[src/rtl/spi_master_ctrl.sv]
`default_nettype none
// ============================================================================
// Module   : spi_master_ctrl
// Purpose  : Single-word SPI master for the axi2spi_bridge spi_controller
//            slot. A data-register write (EN=1, idle) launches one DATA_W-bit
//            MSB-first transfer using the CPOL/CPHA/CLKDIV captured at start.
// Ports    : FCLK_CLK0, RST           - clock, synchronous active-high reset
//            i_data_to_registers      - register write data
//            i_wr_controll_reg        - write strobe, control register (0x00)
//            i_wr_data_reg            - write strobe, data register (0x08)
//            o_controll_reg           - {CLR=0, CLKDIV, IRQ_EN, CPHA, CPOL, EN}
//            o_status_reg             - {OVR, DONE, BUSY}
//            o_data_reg               - last received word, zero extended
//            IRQ                      - level interrupt, DONE & IRQ_EN
//            i_miso, o_mosi, o_sclk   - SPI pins
//            o_cs_n                   - chip select, only with the macro below
// Option   : SPI_MASTER_CTRL_CS_EN adds o_cs_n and one half period of CS
//            setup before the first SCLK edge.
// Revision : 1.0 - initial release
// ============================================================================
module spi_master_ctrl #(
  parameter int DATA_W = 8,
  parameter int DIV_W  = 8
) (
  input  logic        FCLK_CLK0,
  input  logic        RST,
  input  logic [31:0] i_data_to_registers,
  input  logic        i_wr_controll_reg,
  input  logic        i_wr_data_reg,
  output logic [31:0] o_controll_reg,
  output logic [31:0] o_status_reg,
  output logic [31:0] o_data_reg,
  output logic        IRQ,
  input  logic        i_miso,
  output logic        o_mosi,
  output logic        o_sclk
`ifdef SPI_MASTER_CTRL_CS_EN
  ,
  output logic        o_cs_n
`endif
);

  localparam int EDGE_W = $clog2(2 * DATA_W + 1);
  localparam logic [EDGE_W-1:0] LAST_EDGE = EDGE_W'(2 * DATA_W - 1);

  typedef enum logic [1:0] {
    S_IDLE = 2'd0,
    S_XFER = 2'd1,
    S_DONE = 2'd2
  } state_t;

  state_t state, state_nx;

  // control register
  logic             en, cpol, cpha, irq_en;
  logic [DIV_W-1:0] clkdiv;

  // per-transfer copies so control writes during a transfer do not disturb it
  logic             sh_cpol, sh_cpha;
  logic [DIV_W-1:0] sh_div;

  logic [DATA_W-1:0] tx_sr, rx_sr, rx_word;
  logic [DIV_W-1:0]  cnt;
  logic [EDGE_W-1:0] edge_cnt;
  logic              done_flag, ovr_flag, irq_r, sclk_r, mosi_r;

  logic start, overrun, abort, tick, sclk_tick, leading, last_edge, clr, cpol_nx;
  logic [31:0] ctrl_rb;

`ifdef SPI_MASTER_CTRL_CS_EN
  logic setup, cs_n_r;
`endif

  // start and overrun are qualified by the control value held before this cycle
  assign start    = (state == S_IDLE) && i_wr_data_reg && en;
  assign overrun  = (state == S_XFER) && i_wr_data_reg;
  assign abort    = (state == S_XFER) && i_wr_controll_reg && !i_data_to_registers[0];
  assign tick     = (state == S_XFER) && (cnt == sh_div);
  assign clr      = i_wr_controll_reg && i_data_to_registers[31];
  // idle SCLK level tracks a control write in the same cycle it is stored
  assign cpol_nx  = i_wr_controll_reg ? i_data_to_registers[1] : cpol;
`ifdef SPI_MASTER_CTRL_CS_EN
  // the first tick after start only ends the CS setup half period
  assign sclk_tick = tick && !setup;
`else
  assign sclk_tick = tick;
`endif
  // edge_cnt holds edges already made; the upcoming edge is odd (leading) when it is even
  assign leading   = !edge_cnt[0];
  assign last_edge = sclk_tick && (edge_cnt == LAST_EDGE);

  // --------------------------------------------------------------------------
  // FSM
  // --------------------------------------------------------------------------
  always_ff @(posedge FCLK_CLK0) begin
    if (RST) state <= S_IDLE;
    else     state <= state_nx;
  end

  always_comb begin
    state_nx = state;
    case (state)
      S_IDLE: if (start) state_nx = S_XFER;
      S_XFER: begin
        if (abort)          state_nx = S_IDLE;
        else if (last_edge) state_nx = S_DONE;
      end
      S_DONE:  state_nx = S_IDLE;
      default: state_nx = S_IDLE;
    endcase
  end

  // --------------------------------------------------------------------------
  // Control register
  // --------------------------------------------------------------------------
  always_ff @(posedge FCLK_CLK0) begin
    if (RST) begin
      en     <= 1'b0;
      cpol   <= 1'b0;
      cpha   <= 1'b0;
      irq_en <= 1'b0;
      clkdiv <= '0;
    end else if (i_wr_controll_reg) begin
      en     <= i_data_to_registers[0];
      cpol   <= i_data_to_registers[1];
      cpha   <= i_data_to_registers[2];
      irq_en <= i_data_to_registers[3];
      clkdiv <= i_data_to_registers[8 +: DIV_W];
    end
  end

  // --------------------------------------------------------------------------
  // Shift engine
  // --------------------------------------------------------------------------
  always_ff @(posedge FCLK_CLK0) begin
    if (RST) begin
      sh_cpol  <= 1'b0;
      sh_cpha  <= 1'b0;
      sh_div   <= '0;
      tx_sr    <= '0;
      rx_sr    <= '0;
      rx_word  <= '0;
      cnt      <= '0;
      edge_cnt <= '0;
      sclk_r   <= 1'b0;
      mosi_r   <= 1'b0;
`ifdef SPI_MASTER_CTRL_CS_EN
      setup    <= 1'b0;
      cs_n_r   <= 1'b1;
`endif
    end else begin
      case (state)
        S_IDLE: begin
          sclk_r <= cpol_nx;
          if (start) begin
            sh_cpol  <= cpol;
            sh_cpha  <= cpha;
            sh_div   <= clkdiv;
            tx_sr    <= i_data_to_registers[DATA_W-1:0];
            rx_sr    <= '0;
            cnt      <= '0;
            edge_cnt <= '0;
            sclk_r   <= cpol;
            // CPHA=0 needs the MSB valid before the first (sampling) edge
            if (!cpha) mosi_r <= i_data_to_registers[DATA_W-1];
`ifdef SPI_MASTER_CTRL_CS_EN
            setup    <= 1'b1;
            cs_n_r   <= 1'b0;
`endif
          end
        end
        S_XFER: begin
          if (abort) begin
            sclk_r <= cpol_nx;
`ifdef SPI_MASTER_CTRL_CS_EN
            cs_n_r <= 1'b1;
`endif
          end else begin
            cnt <= tick ? '0 : cnt + DIV_W'(1);
`ifdef SPI_MASTER_CTRL_CS_EN
            if (tick && setup) setup <= 1'b0;
            if (last_edge)     cs_n_r <= 1'b1;
`endif
            if (sclk_tick) begin
              sclk_r   <= ~sclk_r;
              edge_cnt <= edge_cnt + EDGE_W'(1);
              // sample on leading edges for CPHA=0, trailing for CPHA=1
              if (leading ^ sh_cpha) rx_sr <= {rx_sr[DATA_W-2:0], i_miso};
              if (sh_cpha && leading) begin
                mosi_r <= tx_sr[DATA_W-1];
                tx_sr  <= {tx_sr[DATA_W-2:0], 1'b0};
              end else if (!sh_cpha && !leading && (edge_cnt != LAST_EDGE)) begin
                mosi_r <= tx_sr[DATA_W-2];
                tx_sr  <= {tx_sr[DATA_W-2:0], 1'b0};
              end
            end
          end
        end
        S_DONE: begin
          rx_word <= rx_sr;
          sclk_r  <= cpol_nx;
        end
        default: sclk_r <= cpol_nx;
      endcase
    end
  end

  // --------------------------------------------------------------------------
  // Sticky status flags and interrupt; a set in the same cycle beats CLR
  // --------------------------------------------------------------------------
  always_ff @(posedge FCLK_CLK0) begin
    if (RST) begin
      done_flag <= 1'b0;
      ovr_flag  <= 1'b0;
      irq_r     <= 1'b0;
    end else begin
      if (state == S_DONE)  done_flag <= 1'b1;
      else if (start || clr) done_flag <= 1'b0;
      if (overrun)          ovr_flag <= 1'b1;
      else if (clr)         ovr_flag <= 1'b0;
      irq_r <= done_flag && irq_en;
    end
  end

  // --------------------------------------------------------------------------
  // Readback and pins
  // --------------------------------------------------------------------------
  always_comb begin
    ctrl_rb             = '0;
    ctrl_rb[0]          = en;
    ctrl_rb[1]          = cpol;
    ctrl_rb[2]          = cpha;
    ctrl_rb[3]          = irq_en;
    ctrl_rb[8 +: DIV_W] = clkdiv;
  end

  assign o_controll_reg = ctrl_rb;
  assign o_status_reg   = {29'd0, ovr_flag, done_flag, (state == S_XFER)};
  assign o_data_reg     = {{(32 - DATA_W){1'b0}}, rx_word};
  assign IRQ            = irq_r;
  assign o_sclk         = sclk_r;
  assign o_mosi         = mosi_r;
`ifdef SPI_MASTER_CTRL_CS_EN
  assign o_cs_n         = cs_n_r;
`endif

endmodule
`default_nettype wire

[config.mk]
export PLATFORM = sky130hd
export DESIGN_NAME = spi_master_ctrl
export DESIGN_NICKNAME = d
export VERILOG_FILES = /design/src/rtl/spi_master_ctrl.sv
export SDC_FILE = /design/constraint.sdc
export NUM_CORES = 1
export LEC_CHECK = 0
export ABC_AREA = 1
export BUFFER_PORTS_ARGS = -buffer_cell sky130_fd_sc_hd__clkbuf_2
export CORE_ASPECT_RATIO = 1.25
export CORE_UTILIZATION = 30
export DETAILED_ROUTE_END_ITERATION = 6
export GPL_TIMING_DRIVEN = 0
export HOLD_SLACK_MARGIN = 0.1
export PLACE_DENSITY = 0.53
export SETUP_SLACK_MARGIN = 0.5
export SYNTH_ARGS = -nofsm -noshare
export SYNTH_HDL_FRONTEND = slang
export SYNTH_SLANG_ARGS = --single-unit
[constraint.sdc]
create_clock -name FCLK_CLK0 -period 2.5 [get_ports FCLK_CLK0]
set_input_delay 0.5 -clock FCLK_CLK0 [delete_from_list [all_inputs] [get_ports FCLK_CLK0]]
set_output_delay 0.5 -clock FCLK_CLK0 [all_outputs]
set_load 0.01 [all_outputs]
==> results.toml, run 1 <==
[run_status]
run_status = "finished clean"

[clock_network]
cts_tree = "done"
path_clk_slew_ns = 0.05
cts_setup_buffers = 0
htree_levels = 3
cts_num_sinks = 65
numCtsBuffers = 9
clockBufferDepth = 2
clk-insertion-delay-late_ns = 0.33
root_buffer = "clkbuf_16"
cts-hold-fix-buffers = 0

[global_routing]
first_global_vias = 2676
grt_overflow_total = 0
antenna_found_initial = 0
grt_start_max_net_pins = 11
grt_first_pass_wirelength_microns = 12850
grt_usage = 0.1378

[critical_path]
rr_endpoint = "tx_sr[0]"
crit_start = "state[0]"
cp_max_fo = 10
ff2ff_path_depth = 12
r2r-start = "edge_cnt[0]"
setup.worst_path.end_class = "primary output"
worstPathArrival_ns = 1.40
start_kind = "flip-flop"
path_class = "flip-flop to primary output"
critPathRequiredTime_ns = 2.00
crit_end = "o_status_reg[0]"
r2r_slack_ns = 0.73

[detailed_routing]
met3_length_microns = 441
route.layer.met1.wl_microns = 3506
firstDrtPassIters = 6
wl_per_cell_microns = 10.85
highest-signal-layer = "met4"
via_per_inst = 4.149
drtIter0Drc = 90
drc = 0
vias = 3083
wl_met2_microns = 3947
ant_nets = 0
wl_microns = 8058

[sta]
clock.fmax_ghz = 0.5266
finalSetupTns_ns = 0
hold_ws_ns = 0.3987
max_slew_margin = 0.6131
setup_violations = 0
worst_pin_slew_ns = 0.5804
clock_skew_ns = 0.004034
hold_viol_final = 0
period_share = 0.7596
rsz0062_at_grt = "false"
timing.final.ws_setup_ns = 0.6011
slew_violations = 0
period_minus_slack_ns = 1.899

[synthesis]
syn-cell-area_sq_um = 3508
synth.avg_cell_area_sq_um = 7.355
yosysUniqueCellTypes = 34
ys_warn_count = 0
syn-instance-count = 477
ys_seq_area_frac = 0.3709
synth-seq-cells = 65

[power]
power_frac_comb = 0.150
power_leakage_nw = 2.180
share_clk_of_total_power = 0.424
power.density_nw_per_um2 = 582.1
internal_power_mw = 1.917
ir_worst_vdd_mv = 0.4198
switching_share = 0.2568
power_switching_uw = 662.6
seqPwrFrac = 0.426

[place]
place_ws_ns = 0.6577
place_area_sq_um = 4178
dp_hpwl_microns = 6132
dpl.cell_count = 730
portBuffers = 46
gp_congestion = 0.8047

[final_layout]
antenna_cells = 0
syn2layout_area_growth_pct = 26.32
nNetsFinal = 648
fillers = 1208
drive_gt1_frac = 0.2697
layout.cells.non_filler = 743
stdcell_area_sq_um = 4432

[flow_run]
drv_cap = 0

[min_path]
min_from = "i_data_to_registers[10]"
hp-class = "primary input to flip-flop"

[floorplanning]
die_h_microns = 122.9
num_rows = 43
die_w_microns = 98.73
ioPinCount = 136
start_util = 0.3120
dieArea_sq_um = 12130
fp.coreArea_sq_um = 11240
-- synthesized netlist by cell type (all sizes together) --
| cell type | count | share of area |
|---|---|---|
| or2 | 1 | 0.0018 |
| o21bai | 1 | 0.0021 |
| inv | 39 | 0.043 |
| nand3 | 11 | 0.024 |
| mux2i | 1 | 0.0029 |
| clkbuf | 9 | 0.0096 |
| nand4 | 2 | 0.0036 |
| a22oi | 1 | 0.0021 |
| o221ai | 1 | 0.0025 |
| buf | 84 | 0.18 |
| nand2 | 93 | 0.11 |
| conb | 1 | 0.0011 |
| nor2 | 74 | 0.082 |
| dfxtp | 65 | 0.37 |
| xnor2 | 4 | 0.010 |
| o21ai | 45 | 0.067 |
| xor2 | 1 | 0.0025 |
| ha | 5 | 0.018 |
| a21oi | 34 | 0.049 |
| nor3 | 5 | 0.013 |
-- state kept, by name, summed over array words and instances (netlist names), 2 cells and up --
name      count
rx_sr         8
tx_sr         8
edge_cnt      5
cnt           8
state         2
clkdiv        8
sh_div        8
rx_word       8
-- kinds of logic after synthesis --
kind of cell    after synthesis  share of synthesized area
compound gates               82                     0.1227
xor+xnor                      5                    0.01248
fa+ha+maj                     5                    0.01783
buf+inv                     132                     0.2329
flops                        65                     0.3709
mux                           1                   0.002853
other cells                   1                   0.001069
simple gates                186                     0.2393
-- worst min path at each step --
stage	to	slack, ns	cells past startpoint
floorplan	IRQ	0.42	2
global placement	IRQ	0.45	2
detailed placement	IRQ	0.45	2
CTS	clkdiv[2]	0.40	3
global route	clkdiv[0]	0.41	3
finish	clkdiv[2]	0.40	3
-- through the flow --
stage / total power [mW] / util
after detailed placement: 1.502 / 0.3715
final: 2.580 / 0.3941
after global placement: 1.499 / 0.3715
after global routing: 2.694 / 0.3941
after floorplan: 1.415 / -
after CTS: 2.599 / 0.3939
-- area by class of cell --
cell class,count,area [sq um],share of cell area
plain buffers,93,668.1,0.1508
clock buffers,12,246.5,0.05562
clock inverters,1,5.005,0.001129
inverters,39,151.4,0.03416
multi-input cells,352,1660,0.3746
flip-flops and latches,65,1301,0.2936
well taps,135,168.9,0.03811
repair buffers,46,230.2,0.05195
-- cell usage in the layout (no fill, tap or decap), types with 2 or more instances in the layout --
cell type / count
clkbuf_2: 46
inv_4: 2
dfxtp_1: 65
nand2_4: 5
conb_1: 73
nor3_2: 4
ha_1: 5
inv_1: 33
clkbuf_16: 9
nor2_1: 70
nand3_1: 8
nand3_4: 2
inv_2: 4
nor2_2: 4
clkbuf_1: 11
buf_4: 79
xnor2_1: 4
buf_1: 2
a21oi_1: 34
o21ai_1: 9
o21ai_0: 35
nand2_1: 87
nand4_1: 2
-- power by group through the flow --
stage	combinational, mW	sequential [mW]	clock (mW)
global route	0.432	1.10	1.16
floorplan	0.297	1.12	0
global placement	0.381	1.12	0
detailed placement	0.383	1.12	0
finish	0.388	1.10	1.09
CTS	0.386	1.10	1.12
-- metal layers --
layer	vias up	global-route usage
met1	1357	0.1619
li1	1613	-
met5	-	0
met3	9	0.03561
met4	0	0.05784
met2	104	0.2390
-- timing repair --
action                                  4_1_cts  5_1_grt
gates resized for setup                       0        1
endpoints found under the setup margin        0        1
endpoints found under the hold margin         0        0
-- worst max-delay path: stages, from the launching register on --
cell      delay [ns]
dfxtp_1         0.40
nand2_4         0.13
inv_4           0.13
clkbuf_4        0.24
clkbuf_2        0.16
No activity file was read; power rests on OpenSTA's default activity.
==> run 2: changes to the inputs <==
- ABC_AREA: 1 -> 0
- clock period: 2.5 -> 1.8 ns (I/O delays scaled with it)
==> results.toml, run 2 <==
[floorplanning]
die_h_microns = 119.9
start_util = 0.3114
die_w_microns = 96.35
num_rows = 42
ioPinCount = 136
dieArea_sq_um = 11560
fp.coreArea_sq_um = 10720

[detailed_routing]
wl_per_cell_microns = 13.13
via_per_inst = 4.404
vias = 3074
wl_microns = 9162
drc = 0
firstDrtPassIters = 4
ant_nets = 0
drtIter0Drc = 150

[place]
dp_hpwl_microns = 5837
portBuffers = 46
gp_congestion = 0.7864
place_ws_ns = -0.4334
place_area_sq_um = 4109

[final_layout]
syn2layout_area_growth_pct = 60.31
drive_gt1_frac = 0.5035
stdcell_area_sq_um = 5351
fillers = 1023
final_common_cell = "buf_4"
layout_common_cells = "101 x buf_4, 73 x conb_1, 51 x nand2_1"
antenna_cells = 0
nNetsFinal = 603

[synthesis]
synth.avg_cell_area_sq_um = 8.473
synth_edf_count = 0
ys_async_sr_fraction = 0
synth_common_cells = "79 x buf_4, 65 x dfxtp_1, 57 x nand2_1"
ys_warn_count = 0
synth-seq-cells = 65
synthMostInstantiatedCell = "buf_4"
synth_top_area_share = 0.3898
ys_seq_area_frac = 0.3898
ys_top_cells_by_area = "dfxtp_1 39%, buf_4 18%, nand2_1 6.4%"
syn-cell-area_sq_um = 3338
synth_top_flop_cell = "dfxtp_1"
yosysUniqueCellTypes = 43
syn-instance-count = 394
synth_top_area_cell = "dfxtp_1"

[clock_network]
htree_levels = 3
cts_num_sinks = 65
path_clk_slew_ns = 0.06
cts-hold-fix-buffers = 0
root_buffer = "clkbuf_16"
clk-insertion-delay-late_ns = 0.34
clockBufferDepth = 2
cts_tree = "done"
numCtsBuffers = 9

[critical_path]
worstPathArrival_ns = 2.06
ff2ff_path_depth = 7
setup.worst_path.end_class = "flip-flop"
cp_max_fo = 8
critPathRequiredTime_ns = 2.02
crit_end = "rx_sr[2]"
start_kind = "flip-flop"
r2r-start = "sh_div[2]"
crit_start = "sh_div[2]"
r2r_slack_ns = -0.04
rr_endpoint = "rx_sr[2]"
path_class = "flip-flop to flip-flop"

[global_routing]
first_global_vias = 2836
grt_usage = 0.1577
grt_overflow_total = 0
grt_start_max_net_pins = 13
antenna_found_initial = 0
grt_first_pass_wirelength_microns = 13710

[sta]
period_minus_slack_ns = 1.837
period_share = 1.020
hold_viol_final = 0
slew_violations = 0
clock.fmax_ghz = 0.5445
worst_pin_slew_ns = 0.7019
max_slew_margin = 0.5321
clock_skew_ns = 0.005904
rsz0062_at_grt = "true"
timing.final.ws_setup_ns = -0.03650
hold_ws_ns = 0.2516
setup_violations = 12

[min_path]
hp-class = "primary input to flip-flop"

[run_status]
failed_checks = "setup timing"
run_status = "complete, but fails checks"

[power]
power_leakage_nw = 2.420
power_mw = 4.232
power.density_nw_per_um2 = 790.8
ir_worst_vdd_mv = 0.8357

[flow_run]
drv_cap = 0
[run 2: cell count changes in the layout (fill, tap and decap cells not counted), moves of 16 or more]
cell     previous run  this run
nor2_1             70        18
buf_6               1        19
a21oi_1            34        18
inv_1              33         7
buf_4              79       101
nand2_1            87        51
o21ai_0            35         2
dfxtp_1            65        46
[run 2: worst min-delay path by stage]
stage	from	end	slack, ns	cells past startpoint
after detailed placement	rx_word[6]	rx_word[6]	0.45	2
final	i_miso	rx_sr[0]	0.25	2
after global placement	o_mosi	o_mosi	0.45	2
after CTS	i_miso	rx_sr[0]	0.24	2
after floorplan	rx_sr[7]	rx_word[7]	0.43	2
after global routing	i_miso	rx_sr[0]	0.25	2
[run 2: what timing repair did]
action                                  in CTS  in global routing
gates resized for setup                     98                 56
pin swaps                                   29                 24
cloned                                       2                  1
setup buffers                               29                  6
endpoints found under the setup margin      57                 54
[run 2: layout make-up]
cell class              instances  area (sq um)  area share
multi-input cells             296          2057      0.3844
flip-flops and latches         65          1343      0.2509
plain buffers                  97         782.0      0.1461
repair buffers                 83         598.1      0.1118
clock buffers                   9         225.2     0.04209
well taps                     132         165.2     0.03086
clock inverters                 7         142.6     0.02665
inverters                       9         38.79    0.007248
[run 2: power breakdown]
group	internal, mW	switching, mW	total, mW
logic	0.290	0.297	0.587
registers	1.46	0.0243	1.48
clock network	1.49	0.666	2.16
[run 2: critical path, cell delays in order, from the launching register on]
cell and delay (ns):
dfxtp_2 0.34, xor2_2 0.18, nor4_4 0.26, buf_4 0.20, buf_4 0.12, nand3_1 0.19, o2bb2ai_4 0.23, a22o_1 0.20
[run 2: stage by stage]
step	cells	TNS, ns	util
after global placement	644	-9.653	0.3833
final	698	-0.2488	0.4992
after floorplan	466	-0.3791	-
after CTS	691	-0.04276	0.4762
after detailed placement	644	-10.63	0.3833
after global routing	698	-1.551	0.4992
[run 2: kinds of logic (layout without fill, tap and decap cells)]
logic type | count (synthesis) | after routing | share of synthesized area
mux | 15 | 15 | 0.04647
compound gates | 69 | 70 | 0.1342
flops | 65 | 65 | 0.3898
buf+inv | 106 | 205 | 0.2129
simple gates | 121 | 121 | 0.1653
xor+xnor | 12 | 12 | 0.03149
other cells | 1 | 73 | 0.001123
fa+ha+maj | 5 | 5 | 0.01874
[run 2: routing by layer]
metal,GRT usage,part of all wire
met2,0.2664,0.51
met5,0,0
met3,0.03295,0.061
met1,0.1823,0.39
met4,0.08548,0.038
